===== src/rtl/decode_stage_if.sv =====
// Handshake and bus bundle between fetch, the decode stage, the register file and writeback.
// The slave modport is the decode stage's view; master is the surrounding pipeline's view.
interface decode_stage_if #(
   parameter int XLEN = 32,
   parameter int AW   = 5
);
   logic            if_valid;
   logic [XLEN-1:0] if_instr;
   logic [XLEN-1:0] if_pc;
   logic            if_ready;
   logic [AW-1:0]   reg_a;
   logic [AW-1:0]   reg_b;
   logic            id_valid;
   logic            id_ready;
   logic [XLEN-1:0] id_pc;
   logic [AW-1:0]   id_rd;
   logic            id_rd_we;
   logic [XLEN-1:0] id_imm;
   logic [2:0]      id_fmt;
   logic [6:0]      id_opcode;
   logic [2:0]      id_funct3;
   logic [6:0]      id_funct7;
   logic            flush;
   logic            wb_valid;
   logic [AW-1:0]   wb_rd;

   modport slave (
      input  if_valid, if_instr, if_pc, id_ready, flush, wb_valid, wb_rd,
      output if_ready, reg_a, reg_b, id_valid, id_pc, id_rd, id_rd_we, id_imm,
             id_fmt, id_opcode, id_funct3, id_funct7
   );

   modport master (
      output if_valid, if_instr, if_pc, id_ready, flush, wb_valid, wb_rd,
      input  if_ready, reg_a, reg_b, id_valid, id_pc, id_rd, id_rd_we, id_imm,
             id_fmt, id_opcode, id_funct3, id_funct7
   );
endinterface


===== src/rtl/decode_stage.sv =====
// RV32I decode stage: format/immediate decode, output pipeline register, register-file
// read addressing and a per-register busy scoreboard interlocking RAW/WAW hazards.
module decode_stage #(
   parameter int XLEN  = 32,
   parameter int NREG  = 32,
   parameter bit SB_EN = 1'b1
) (
   input logic           clk,
   input logic           reset,
   decode_stage_if.slave bus
);
   localparam int AW = $clog2(NREG);

   localparam logic [2:0] FMT_R   = 3'd0;
   localparam logic [2:0] FMT_I   = 3'd1;
   localparam logic [2:0] FMT_S   = 3'd2;
   localparam logic [2:0] FMT_B   = 3'd3;
   localparam logic [2:0] FMT_U   = 3'd4;
   localparam logic [2:0] FMT_J   = 3'd5;
   localparam logic [2:0] FMT_ILL = 3'd7;

   logic [XLEN-1:0] w_instr;
   logic [6:0]      w_opcode;
   logic [AW-1:0]   w_rs1;
   logic [AW-1:0]   w_rs2;
   logic [AW-1:0]   w_rd;
   logic [2:0]      w_fmt;
   logic            w_uses_rs1;
   logic            w_uses_rs2;
   logic            w_has_rd;
   logic            w_rd_we;
   logic [XLEN-1:0] w_imm;
   logic [NREG-1:0] w_busy;
   logic [NREG-1:0] w_busy_nxt;
   logic            w_hazard;
   logic            w_if_ready;
   logic            w_advance;

   logic [NREG-1:0] r_busy;
   logic            r_id_valid;
   logic [XLEN-1:0] r_id_pc;
   logic [AW-1:0]   r_id_rd;
   logic            r_id_rd_we;
   logic [XLEN-1:0] r_id_imm;
   logic [2:0]      r_id_fmt;
   logic [6:0]      r_id_opcode;
   logic [2:0]      r_id_funct3;
   logic [6:0]      r_id_funct7;
   logic [AW-1:0]   r_rs1;
   logic [AW-1:0]   r_rs2;

   assign w_instr  = bus.if_instr;
   assign w_opcode = w_instr[6:0];
   assign w_rs1    = w_instr[19:15];
   assign w_rs2    = w_instr[24:20];
   assign w_rd     = w_instr[11:7];

   always_comb begin
      // NOTE: every output of this block gets a default first, so no opcode path infers a latch.
      w_fmt      = FMT_ILL;
      w_uses_rs1 = 1'b0;
      w_uses_rs2 = 1'b0;
      w_has_rd   = 1'b0;
      w_imm      = '0;
      case (w_opcode)
         7'b0110011: begin
            w_fmt      = FMT_R;
            w_uses_rs1 = 1'b1;
            w_uses_rs2 = 1'b1;
            w_has_rd   = 1'b1;
         end
         7'b0010011, 7'b0000011, 7'b1100111: begin
            w_fmt      = FMT_I;
            w_uses_rs1 = 1'b1;
            w_has_rd   = 1'b1;
            w_imm      = {{(XLEN-12){w_instr[31]}}, w_instr[31:20]};
         end
         7'b0100011: begin
            w_fmt      = FMT_S;
            w_uses_rs1 = 1'b1;
            w_uses_rs2 = 1'b1;
            w_imm      = {{(XLEN-12){w_instr[31]}}, w_instr[31:25], w_instr[11:7]};
         end
         7'b1100011: begin
            w_fmt      = FMT_B;
            w_uses_rs1 = 1'b1;
            w_uses_rs2 = 1'b1;
            w_imm      = {{(XLEN-12){w_instr[31]}}, w_instr[7], w_instr[30:25],
                          w_instr[11:8], 1'b0};
         end
         7'b0110111, 7'b0010111: begin
            w_fmt    = FMT_U;
            w_has_rd = 1'b1;
            w_imm    = {w_instr[31:12], 12'b0};
         end
         7'b1101111: begin
            w_fmt    = FMT_J;
            w_has_rd = 1'b1;
            w_imm    = {{(XLEN-20){w_instr[31]}}, w_instr[19:12], w_instr[20],
                        w_instr[30:21], 1'b0};
         end
         default: ;
      endcase
   end

   assign w_rd_we = w_has_rd & (w_rd != '0);

   // x0 is never busy; hazards see only registered busy bits, so a same-cycle wb does not bypass.
   assign w_busy   = {r_busy[NREG-1:1], 1'b0};
   assign w_hazard = SB_EN & bus.if_valid & ((w_uses_rs1 & w_busy[w_rs1]) |
                                             (w_uses_rs2 & w_busy[w_rs2]) |
                                             (w_rd_we    & w_busy[w_rd]));

   assign w_if_ready = (!r_id_valid | bus.id_ready) & !w_hazard & !bus.flush;
   assign w_advance  = bus.if_valid & w_if_ready;

   // Clears apply first so a set on the same index in the same cycle wins.
   always_comb begin
      w_busy_nxt = r_busy;
      if (bus.wb_valid)
         w_busy_nxt[bus.wb_rd] = 1'b0;
      if (bus.flush && r_id_valid && r_id_rd_we)
         w_busy_nxt[r_id_rd] = 1'b0;
      if (w_advance && w_rd_we)
         w_busy_nxt[w_rd] = 1'b1;
      w_busy_nxt[0] = 1'b0;
   end

   always_ff @(posedge clk or negedge reset) begin
      if (!reset) begin
         // NOTE: the busy array is a flop scoreboard, not a RAM; it must clear on reset or a stale bit stalls issue forever.
         r_busy      <= '0;
         r_id_valid  <= 1'b0;
         r_id_pc     <= '0;
         r_id_rd     <= '0;
         r_id_rd_we  <= 1'b0;
         r_id_imm    <= '0;
         r_id_fmt    <= '0;
         r_id_opcode <= '0;
         r_id_funct3 <= '0;
         r_id_funct7 <= '0;
         r_rs1       <= '0;
         r_rs2       <= '0;
      end else begin
         // NOTE: non-blocking assignments make every register here sample pre-edge values.
         r_busy <= w_busy_nxt;
         if (bus.flush) begin
            r_id_valid <= 1'b0;
         end else if (w_advance) begin
            r_id_valid  <= 1'b1;
            r_id_pc     <= bus.if_pc;
            r_id_rd     <= w_rd;
            r_id_rd_we  <= w_rd_we;
            r_id_imm    <= w_imm;
            r_id_fmt    <= w_fmt;
            r_id_opcode <= w_opcode;
            r_id_funct3 <= w_instr[14:12];
            r_id_funct7 <= w_instr[31:25];
            r_rs1       <= w_rs1;
            r_rs2       <= w_rs2;
         end else if (bus.id_ready) begin
            r_id_valid <= 1'b0;
         end
      end
   end

   assign bus.if_ready  = w_if_ready;
   assign bus.reg_a     = w_advance ? w_rs1 : r_rs1;
   assign bus.reg_b     = w_advance ? w_rs2 : r_rs2;
   assign bus.id_valid  = r_id_valid;
   assign bus.id_pc     = r_id_pc;
   assign bus.id_rd     = r_id_rd;
   assign bus.id_rd_we  = r_id_rd_we;
   assign bus.id_imm    = r_id_imm;
   assign bus.id_fmt    = r_id_fmt;
   assign bus.id_opcode = r_id_opcode;
   assign bus.id_funct3 = r_id_funct3;
   assign bus.id_funct7 = r_id_funct7;
endmodule

===== src/flat_wrapper.sv =====
// flat-port wrapper written by rule: the top's interface ports become plain ports
module decode_stage_flat 
#(
   parameter int XLEN  = 32,
   parameter int NREG  = 32,
   parameter bit SB_EN = 1'b1
)
  (clk, reset, bus_if_valid, bus_if_instr, bus_if_pc, bus_id_ready, bus_flush, bus_wb_valid, bus_wb_rd, bus_if_ready, bus_reg_a, bus_reg_b, bus_id_valid, bus_id_pc, bus_id_rd, bus_id_rd_we, bus_id_imm, bus_id_fmt, bus_id_opcode, bus_id_funct3, bus_id_funct7);
  decode_stage_if #(.XLEN(XLEN)) bus_i ();
  input logic clk;
  input logic reset;
  input wire logic [$bits(bus_i.if_valid)-1:0] bus_if_valid;
  input wire logic [$bits(bus_i.if_instr)-1:0] bus_if_instr;
  input wire logic [$bits(bus_i.if_pc)-1:0] bus_if_pc;
  input wire logic [$bits(bus_i.id_ready)-1:0] bus_id_ready;
  input wire logic [$bits(bus_i.flush)-1:0] bus_flush;
  input wire logic [$bits(bus_i.wb_valid)-1:0] bus_wb_valid;
  input wire logic [$bits(bus_i.wb_rd)-1:0] bus_wb_rd;
  output wire logic [$bits(bus_i.if_ready)-1:0] bus_if_ready;
  output wire logic [$bits(bus_i.reg_a)-1:0] bus_reg_a;
  output wire logic [$bits(bus_i.reg_b)-1:0] bus_reg_b;
  output wire logic [$bits(bus_i.id_valid)-1:0] bus_id_valid;
  output wire logic [$bits(bus_i.id_pc)-1:0] bus_id_pc;
  output wire logic [$bits(bus_i.id_rd)-1:0] bus_id_rd;
  output wire logic [$bits(bus_i.id_rd_we)-1:0] bus_id_rd_we;
  output wire logic [$bits(bus_i.id_imm)-1:0] bus_id_imm;
  output wire logic [$bits(bus_i.id_fmt)-1:0] bus_id_fmt;
  output wire logic [$bits(bus_i.id_opcode)-1:0] bus_id_opcode;
  output wire logic [$bits(bus_i.id_funct3)-1:0] bus_id_funct3;
  output wire logic [$bits(bus_i.id_funct7)-1:0] bus_id_funct7;
  assign bus_i.if_valid = bus_if_valid;
  assign bus_i.if_instr = bus_if_instr;
  assign bus_i.if_pc = bus_if_pc;
  assign bus_i.id_ready = bus_id_ready;
  assign bus_i.flush = bus_flush;
  assign bus_i.wb_valid = bus_wb_valid;
  assign bus_i.wb_rd = bus_wb_rd;
  assign bus_if_ready = bus_i.if_ready;
  assign bus_reg_a = bus_i.reg_a;
  assign bus_reg_b = bus_i.reg_b;
  assign bus_id_valid = bus_i.id_valid;
  assign bus_id_pc = bus_i.id_pc;
  assign bus_id_rd = bus_i.id_rd;
  assign bus_id_rd_we = bus_i.id_rd_we;
  assign bus_id_imm = bus_i.id_imm;
  assign bus_id_fmt = bus_i.id_fmt;
  assign bus_id_opcode = bus_i.id_opcode;
  assign bus_id_funct3 = bus_i.id_funct3;
  assign bus_id_funct7 = bus_i.id_funct7;
  decode_stage #(.XLEN(XLEN), .NREG(NREG), .SB_EN(SB_EN)) u_core (.clk(clk), .reset(reset), .bus(bus_i));
endmodule

===== config.mk =====
export PLATFORM = sky130hd
export DESIGN_NAME = decode_stage_flat
export DESIGN_NICKNAME = d
export VERILOG_FILES = /design/src/rtl/decode_stage_if.sv /design/src/rtl/decode_stage.sv /design/src/flat_wrapper.sv
export SDC_FILE = /design/constraint.sdc
export NUM_CORES = 1
export LEC_CHECK = 0
export CAP_MARGIN = 20
export CORE_ASPECT_RATIO = 1.25
export CORE_MARGIN = 2
export CORE_UTILIZATION = 54
export CTS_CLUSTER_DIAMETER = 30
export DETAILED_ROUTE_END_ITERATION = 7
export HOLD_SLACK_MARGIN = 0.12
export PLACE_DENSITY = 0.87
export SLEW_MARGIN = 20
export SYNTH_ARGS = -nofsm -noshare
export SYNTH_HDL_FRONTEND = slang
export SYNTH_SLANG_ARGS = --single-unit

===== constraint.sdc =====
create_clock -name clk -period 9.3 [get_ports clk]
set_input_delay 1.395 -clock clk [delete_from_list [all_inputs] [get_ports clk]]
set_output_delay 1.395 -clock clk [all_outputs]
set_load 0.01 [all_outputs]

; Word-level counts from Yosys, hierarchy flattened
; Index checks and enable logic that the tools add are counted.
[totals]
in_bits = 75
wordCells = 88
regBits = 132
out_inout_bits = 102
[classes]
bitwise = 17
mux = 25
magnitude_cmp = 8
n_eq_ne = 9
n_reduce_logical = 17
[ops]
columns = op, n
row1 = $pmux W32 S5, 1
row2 = $mux W32, 3
row3 = $and A32 B32 Y32, 2
row4 = $not A32 Y32, 2
row5 = $or A32 B32 Y32, 1
row6 = $lt A5 B6 Y1 const B, 5
row7 = $eq A7 B6 Y1 const B, 3
row8 = $eq A7 B7 Y1 const B, 3
row9 = $pmux W3 S6, 1
row10 = $bmux W1 S5, 3
row11 = $demux W1 S5, 3
row12 = $ge A5 B1 Y1 const B, 3
row13 = $eq A7 B5 Y1 const B, 2
row14 = $mux W1, 12
row15 = $mux W5, 2
row16 = $and A1 B1 Y1, 8
row17 = $eq A7 B2 Y1 const B, 1
row18 = $reduce_or A7 Y1, 1
row19 = $logic_and A1 B1 Y1, 6
row20 = $reduce_or A3 Y1, 2
row21 = $reduce_or A6 Y1, 1
row22 = $reduce_bool A5 Y1, 1
row23 = $logic_not A1 Y1, 3
row24 = $or A1 B1 Y1, 3
row25 = other kinds (4), 4

; Depth between registers and ports, before layout
; Gate-level depths: netlist (run 1).
[logic_depth]
word_depth = 13
ltp_mapped = 10
depth_no_buf = 6

; Worst setup path after synthesis (run 1)
; No wires, ideal clock.
[synth_timing]
path_kind = input to output
start = input bus_if_instr[6]
end = output bus_reg_a[2]
slack_ns = 4.339
t_required_ns = 7.905
arrival_ns = 3.566
stages = 9
path_buffers = 3
path_cell_list = buf_2 > and4bb_2 > a32oi_1 > o21bai_1 > or4b_1 > o2111ai_2 > buf_6 > buf_4 > mux2_1
[synth_between]
elab_chain_len = 12
word_cells_on_any_way = 27
cone_classes = eq/ne (9) / mux (4) / bitwise (10) / reduce/logical (4)
[synth_rtl]
columns = element, line_no
row1 = start: declaration, flat_wrapper.sv:13  ; input wire logic [$bits(bus_i.if_instr)-1:0] bus_if_instr;
row2 = "$eq A7 B6 Y1, or another cell as far along", decode_stage.sv:65  ; case (w_opcode)
row3 = "$reduce_or A7 Y1 (no line), or another cell as far along", --
row4 = $mux W1, decode_stage.sv:65
row5 = "$and A1 B1 Y1, on equally long branches", "decode_stage.sv:106, decode_stage.sv:110, decode_stage.sv:111"
row6 = $and A1 B1 Y1 or $or A1 B1 Y1 (tied branches), "decode_stage.sv:112, decode_stage.sv:110"
row7 = $or A1 B1 Y1 *, decode_stage.sv:111  ; (w_uses_rs2 & w_busy[w_rs2]) |
row8 = $and A1 B1 Y1 *, decode_stage.sv:110  ; assign w_hazard = SB_EN & bus.if_valid & ((w_uses_rs1 & w_busy[w_rs1]) |
row9 = $logic_not A1 Y1 *, decode_stage.sv:114  ; assign w_if_ready = (!r_id_valid | bus.id_ready) & !w_hazard & !bus.flush;
row10 = $and A1 B1 Y1 * (2 in series), decode_stage.sv:114
row11 = $and A1 B1 Y1 *, decode_stage.sv:115  ; assign w_advance = bus.if_valid & w_if_ready;
row12 = $mux W5 *, decode_stage.sv:168  ; assign bus.reg_a = w_advance ? w_rs1 : r_rs1;
row13 = end: declaration, flat_wrapper.sv:20  ; output wire logic [$bits(bus_i.reg_a)-1:0] bus_reg_a;
; Mark *: on every way between the ends. The rest lies on a longest branch, timed or not.

; Worst setup path after layout (run 1)
[layout_timing]
start = input bus_if_instr[20]
end = output bus_reg_b[2]
[layout_between]
elab_chain_len = 11
[layout_rtl]
columns = element, line_no
row1 = $bmux W1 S5, decode_stage.sv:111
row2 = $mux W1 (implied by the code), decode_stage.sv:111
row3 = $and A1 B1 Y1, decode_stage.sv:111
row4 = $or A1 B1 Y1, decode_stage.sv:110
row5 = $or A1 B1 Y1, decode_stage.sv:111
row6 = $and A1 B1 Y1, decode_stage.sv:110
row7 = $logic_not A1 Y1, decode_stage.sv:114
row8 = $and A1 B1 Y1 (2 in series), decode_stage.sv:114
row9 = $and A1 B1 Y1, decode_stage.sv:115
row10 = $mux W5, decode_stage.sv:169  ; assign bus.reg_b = w_advance ? w_rs2 : r_rs2;
row11 = end: declaration, flat_wrapper.sv:21  ; output wire logic [$bits(bus_i.reg_b)-1:0] bus_reg_b;
; No other way between the ends. The select of a mux whose other input is x is not followed.

==> flow_summary.json, run 1 <==
{
  "r2r_slack_ps": 5840,
  "rr_startpoint": "u_core.r_busy[8]$_DFF_PN0_",
  "skew_ps": 15.9,
  "antenna_found_initial": 0,
  "outcome": "completed",
  "num-fill-cells": 814,
  "synth_top_cell_area_share_pct": 47.3,
  "hold_depth": 1,
  "grt_usage_pct": 30.0,
  "synth_seq_cells": 132,
  "clk_path_buf_depth": 2,
  "cts_resized": 0,
  "holdPathEnd": "u_core.bus.id_funct7[1]$_DFFE_PN0P_",
  "drc": 0,
  "crit_path_end_kind": "output port",
  "dieWidth_um": 106,
  "cts.sinks": 132,
  "synthMuxAreaShare_pct": 25.1,
  "grt_pass1_vias": 5800,
  "synth_fa_ha_area_share_pct": 0,
  "ys_seq_area_share_pct": 47.3,
  "ff2ff_path_depth": 7,
  "synth_top_family_by_area": "multiplexers",
  "htree_levels": 4,
  "fmax_mhz": 143,
  "die_y_um": 131,
  "grt_max_degree": 83,
  "rsz0062_at_grt": "no",
  "period_share_pct": 75.0,
  "startpoint_type": "primary input",
  "synth_largest_area_cell": "dfrtp_1",
  "hold_buffers": 0,
  "leakagePower_nw": 4.01,
  "hold_class": "flop to flop",
  "vdd_drop_max_mv": 0.134,
  "tightest_slew_ps": 1050,
  "hold_start": "u_core.bus.id_funct7[1]$_DFFE_PN0P_",
  "met2_usage_pct": 49.7,
  "cp_data_required_time_ps": 7910,
  "crit_arrival_ps": 5580,
  "synth_xor_area_share_pct": 0,
  "cts_root_buf": "clkbuf_16",
  "cts_setup_buffers": 0,
  "min_period_ps": 6970,
  "critPathMaxFanout": 36,
  "criticalPathCategory": "primary input to output port",
  "synth.cell_area_um2": 6990,
  "dieArea_um2": 13900,
  "use_met1_pct": 37.8,
  "drt_iter0_drc": 449,
  "synth_warnings": 0,
  "p_per_area_nw_per_um2": 180,
  "final_cell_area_um2": 9430,
  "yosys.area_share.simple_pct": 7.27,
  "fin_setup_tns_ps": 0,
  "start_util_pct": 55.2,
  "rows": 46,
  "route.final.wire_length_um": 20500,
  "clk_latency_ps": 420,
  "grt-ovfl-total": 0,
  "routed_via_density": 6.50,
  "dp_hpwl_um": 14200,
  "layout-drive-gt1-share_pct": 22.9,
  "drv_cap": 0,
  "max_slew_margin_pct": 30.0,
  "cts_inserted_buffers": 17,
  "port_buffers": 176,
  "ant_nets": 0,
  "grt_first_pass_wirelength_um": 32100,
  "syn_area_per_cell_um2": 13.1,
  "n_antenna_cell": 0,
  "dr.pass1.iters": 4,
  "synth_cells": 533,
  "r2r_end": "u_core.bus.id_pc[3]$_DFFE_PN0P_",
  "design.core.area_um2": 12700,
  "gr-max-usage-layer": "met2",
  "synth.distinct_cells": 51,
  "cts_tree": "built",
  "dpl_cell_area_um2": 8820,
  "clkTransAtPathRegs_ps": 60,
  "grt_util_met3_pct": 6.25,
  "areaGrowthSynthToFinish_pct": 34.8,
  "synth-edff-count": 0,
  "final_nets": 769,
  "hold_violations": 0,
  "avgRoutedWirePerCell_um": 23.4,
  "routed-via-count": 5691,
  "synthTopCellsByArea": "dfrtp_1 47%, mux2_2 10%, mux4_2 7.1%, o41ai_2 6.7%, mux2_1 5.2%",
  "num_io_pins": 177,
  "async_flop_share_pct": 100,
  "yosys_most_used_dff": "dfrtp_1",
  "final_max_slew_viol_count": 0,
  "syn-num-nets": 608,
  "synth_compound_gate_area_share_pct": 16.4,
  "setup_viol": 0,
  "place_congestion": 0.935
}
[worst max path at each step]
stage,start,to,slack [ps],cells past startpoint
floorplan,bus_if_instr[6],bus_reg_a[2],4340,9
global placement,bus_if_instr[20],bus_reg_b[2],2390,8
detailed placement,bus_if_instr[20],bus_reg_b[2],2320,8
CTS,bus_if_instr[20],bus_reg_b[2],2310,8
global route,bus_if_instr[20],bus_reg_b[2],2100,8
finish,bus_if_instr[20],bus_reg_b[2],2330,8
[Yosys cell counts, drive strengths merged, types with 2 or more instances]
| cell | number |
|---|---|
| inv | 20 |
| nand3b | 14 |
| nand2 | 23 |
| mux4 | 22 |
| a22o | 5 |
| nor3 | 5 |
| nand2b | 8 |
| a211oi | 2 |
| mux2i | 20 |
| clkbuf | 14 |
| or2 | 2 |
| or3b | 5 |
| o21ai | 4 |
| a21o | 12 |
| o41ai | 31 |
| or3 | 4 |
| buf | 26 |
| o21bai | 2 |
| o21a | 2 |
| mux2 | 94 |
| o22ai | 5 |
| a21oi | 9 |
| nor2 | 12 |
| o221ai | 31 |
| dfrtp | 132 |
| nand3 | 9 |
| o31ai | 2 |
[power by group]
part	total (mW)	internal (mW)	switching [mW]	leakage, nW
Clock	0.654	0.401	0.253	0.280
Combinational	0.361	0.204	0.157	2.05
Sequential	0.683	0.637	0.0460	1.68
Total	1.70	1.24	0.455	4.01
[flip-flops by register name, indices dropped and copies added, names as in the netlist, 5 cells and up]
register / flops
u_core.bus.id_imm: 32
u_core.bus.id_pc: 32
u_core.r_busy: 31
u_core.bus.id_funct7: 7
u_core.bus.id_opcode: 7
u_core.bus.id_rd: 5
u_core.r_rs1: 5
u_core.r_rs2: 5
[layout make-up]
class                      count  area, um2  share of cell area [%]
timing repair buffer         182       1830                    19.4
inverter                      20       75.1                   0.796
clock buffer                  20        447                    4.74
clock inverter                12        130                    1.38
tap                          168        210                    2.23
sequential                   132       3300                    35.0
multi-input combinational    341       3430                    36.4
[cells by family after synthesis]
family,Yosys count
muxes,136
DFF,132
AOI/OAI and AO/OA,115
and+or+nand+nor,90
buffers and inverters,60
[layout by cell type (no fill, tap or decap), drive strengths merged, types with 2 or more instances in the layout]
| cell type | netlist | layout |
|---|---|---|
| clkdlybuf4s50 | 0 | 175 |
| o41ai | 31 | 31 |
| a21o | 12 | 12 |
| nand3 | 9 | 9 |
| a21oi | 9 | 9 |
| nand2b | 8 | 8 |
| clkinvlp | 0 | 2 |
| o31ai | 2 | 2 |
| mux2 | 94 | 94 |
| a22o | 5 | 5 |
| mux2i | 20 | 20 |
| buf | 26 | 7 |
| or3b | 5 | 5 |
| clkbuf | 14 | 20 |
| a211oi | 2 | 2 |
| bufinv | 0 | 2 |
| o21a | 2 | 2 |
| dfrtp | 132 | 132 |
| or2 | 2 | 2 |
| or3 | 4 | 4 |
| mux4 | 22 | 22 |
| inv | 20 | 21 |
| o21ai | 4 | 4 |
| nand3b | 14 | 14 |
| nand2 | 23 | 23 |
| o221ai | 31 | 31 |
| clkinv | 0 | 7 |
| nor2 | 12 | 12 |
| o22ai | 5 | 5 |
| o21bai | 2 | 2 |
| nor3 | 5 | 5 |
[per-stage QoR]
step	worst slack (ps)	util, %	total power, mW	instances	hold WS (ps)
6_report	2330	74.4	1.70	875	490
2_1_floorplan	4340	-	0.841	533	475
5_1_grt	2100	74.4	1.76	875	509
3_3_place_gp	2390	69.6	1.04	842	473
4_1_cts	2310	74.2	1.70	874	494
3_5_place_dp	2320	69.6	1.05	842	482
[layer usage]
metal  vias to the layer above  routed length (um)
met5                         -                   0
met4                         0                 814
met3                        71                1680
met2                       365               10300
met1                      2864                7680
li1                       2391                   -
[worst max-delay path, cell delays in order]
cell and delay [ps]:
clkdlybuf4s50_1 940, mux4_2 580, mux4_2 470, nor2_1 240
o2111ai_4 570, buf_4 520, mux2_1 360, clkdlybuf4s50_1 480
(Power assumes the default switching activity.)
==> run 2: changes to the inputs <==
--- a/config.mk
+++ b/config.mk
@@ -8,11 +8,11 @@
 export CAP_MARGIN = 20
 export CORE_ASPECT_RATIO = 1.25
 export CORE_MARGIN = 2
-export CORE_UTILIZATION = 54
+export CORE_UTILIZATION = 50
 export CTS_CLUSTER_DIAMETER = 30
 export DETAILED_ROUTE_END_ITERATION = 7
 export HOLD_SLACK_MARGIN = 0.12
-export PLACE_DENSITY = 0.87
+export PLACE_DENSITY = 0.81
 export SLEW_MARGIN = 20
 export SYNTH_ARGS = -nofsm -noshare
 export SYNTH_HDL_FRONTEND = slang
==> constraint.sdc (replaced) <==
create_clock -name clk -period 6.7 [get_ports clk]
set_input_delay 1.005 -clock clk [delete_from_list [all_inputs] [get_ports clk]]
set_output_delay 1.005 -clock clk [all_outputs]
set_load 0.01 [all_outputs]
==> run 2 against run 1 <==
Against the previous run:
- clock skew shrank 8.1 ps
- non-clock buffer count is the same
- via count shrank 1.0%
- critical path type unchanged
- utilization shrank 5.9 points
- sequential power is 39% higher
- die area is 7.7% higher
==> flow_summary.json, run 2 (synthesized netlist as in run 1, its figures left out) <==
{
  "num_io_pins": 177,
  "port_buffers": 176,
  "cp_data_required_time_ps": 5690,
  "cts_tree": "built",
  "grt_first_pass_wirelength_um": 30800,
  "dieWidth_um": 110,
  "critPathMaxFanout": 23,
  "power_mw": 2.39,
  "hold_start": "u_core.bus.id_funct7[2]$_DFFE_PN0P_",
  "rows": 48,
  "grt_usage_pct": 27.0,
  "n_antenna_cell": 0,
  "die_y_um": 136,
  "avgRoutedWirePerCell_um": 22.7,
  "clkTransAtPathRegs_ps": 60,
  "worstSetupStartpoint": "bus_if_instr[20]",
  "fmax_mhz": 175,
  "cts_root_buf": "clkbuf_16",
  "outcome": "completed",
  "hold_class": "flop to flop",
  "p_per_area_nw_per_um2": 253,
  "dp_hpwl_um": 14000,
  "final_nets": 769,
  "grt_max_degree": 88,
  "leakagePower_nw": 4.01,
  "layout.area.seq_um2": 3300,
  "final_cell_mix": "175 x clkdlybuf4s50_1, 132 x dfrtp_1, 62 x mux2_2",
  "num-fill-cells": 973,
  "internal_power_mw": 1.76,
  "cts_resized": 0,
  "areaGrowthSynthToFinish_pct": 34.9,
  "drv_cap": 0,
  "htree_levels": 4,
  "hold_violations": 0,
  "vdd_drop_max_mv": 0.162,
  "dieArea_um2": 14900,
  "layout.cells.most_common": "clkdlybuf4s50_1",
  "crit_path_end": "bus_reg_a[4]",
  "place_congestion": 0.919,
  "ant_nets": 0,
  "power_switching_mw": 0.625,
  "setup_viol": 0,
  "grt-ovfl-total": 0,
  "design.core.area_um2": 13800,
  "switching_share_pct": 26.2,
  "rr_startpoint": "u_core.r_busy[29]$_DFF_PN0_",
  "routed-via-count": 5633,
  "period_share_pct": 85.2,
  "tightest_slew_ps": 1030,
  "power_frac_clock_pct": 39.4,
  "p_seq_share_pct": 39.7,
  "r2r_end": "u_core.bus.id_pc[16]$_DFFE_PN0P_",
  "r2r_slack_ps": 3130,
  "crit_path_end_kind": "output port",
  "cts_inserted_buffers": 17,
  "startpoint_type": "primary input",
  "min_period_ps": 5710,
  "fin_setup_tns_ps": 0,
  "route.final.wire_length_um": 20000,
  "grt_pass1_vias": 5900,
  "start_util_pct": 50.8,
  "skew_ps": 7.72,
  "drt_iter0_drc": 421,
  "hold_buffers": 0,
  "cts.sinks": 132,
  "p_comb_share_pct": 20.9,
  "max_slew_margin_pct": 30.9,
  "multi_input_area_um2": 3430,
  "cts_setup_buffers": 0,
  "clk_path_buf_depth": 2,
  "drc": 0,
  "criticalPathCategory": "primary input to output port",
  "antenna_found_initial": 0,
  "crit_arrival_ps": 4710,
  "pre_cts_ws_ps": 977,
  "routed_via_density": 6.40,
  "layout-drive-gt1-share_pct": 22.8,
  "dr.pass1.iters": 5,
  "clk_latency_ps": 410,
  "final_max_slew_viol_count": 0,
  "rsz0062_at_grt": "no",
  "ff2ff_path_depth": 8,
  "fin_ws_ps": 990
}
[run 2: cell count changes in the layout (fill, tap and decap cells not counted), sizes merged]
| cell | previous run | this run |
|---|---|---|
| clkbuf | 20 | 19 |
| bufinv | 2 | 3 |
| clkinvlp | 2 | 1 |
| clkinv | 7 | 4 |
| inv | 21 | 23 |
[run 2: worst max-delay path, cell delays in order]
cell and delay (ps):
clkdlybuf4s50_1 970, mux4_2 600, mux4_2 480, nor2_1 230
o2111ai_4 440, mux2_1 480, clkdlybuf4s50_1 490
[run 2: worst min path at each step]
| stage | cells past startpoint | end | slack (ps) |
|---|---|---|---|
| floorplan | 1 | u_core.r_rs2[1]$_DFFE_PN0N_ | 480 |
| global placement | 1 | u_core.bus.id_funct7[3]$_DFFE_PN0P_ | 470 |
| detailed placement | 1 | u_core.bus.id_funct7[2]$_DFFE_PN0P_ | 480 |
| CTS | 1 | u_core.bus.id_funct7[4]$_DFFE_PN0P_ | 500 |
| global route | 1 | u_core.bus.id_opcode[0]$_DFFE_PN0P_ | 510 |
| finish | 1 | u_core.bus.id_funct7[2]$_DFFE_PN0P_ | 490 |
[run 2: stage by stage]
stage / area, um2 / instances / hold WS (ps) / util [%]
floorplan: 6990 / 533 / 475 / -
global placement: 8830 / 850 / 474 / 64.2
detailed placement: 8830 / 850 / 483 / 64.2
CTS: 9430 / 880 / 496 / 68.5
global route: 9430 / 880 / 512 / 68.6
finish: 9430 / 880 / 493 / 68.6
[run 2: per-layer routing]
metal,vias up,wire [um],GRT usage [%],part of all wire (%)
li1,2401,-,-,-
met1,2824,7190,31.8,36
met2,344,10500,46.5,52
met3,64,1750,7.19,8.7
met4,0,568,10.6,2.8
met5,-,0,0,0
[run 2: power by group through the flow]
stage / registers, mW / clock network, mW / logic [mW]
detailed placement: 0.959 / 0 / 0.500
floorplan: 0.974 / 0 / 0.193
global route: 0.954 / 0.990 / 0.532
CTS: 0.946 / 0.952 / 0.503
finish: 0.946 / 0.941 / 0.499
global placement: 0.954 / 0 / 0.487
[run 2: area by class of cell]
class	instances	area share, %
Clock buffer	19	4.70
Timing Repair Buffer	182	19.2
Sequential cell	132	35.0
Multi-Input combinational cell	341	36.3
Tap cell	175	2.32
Inverter	20	0.796
Clock inverter	11	1.61
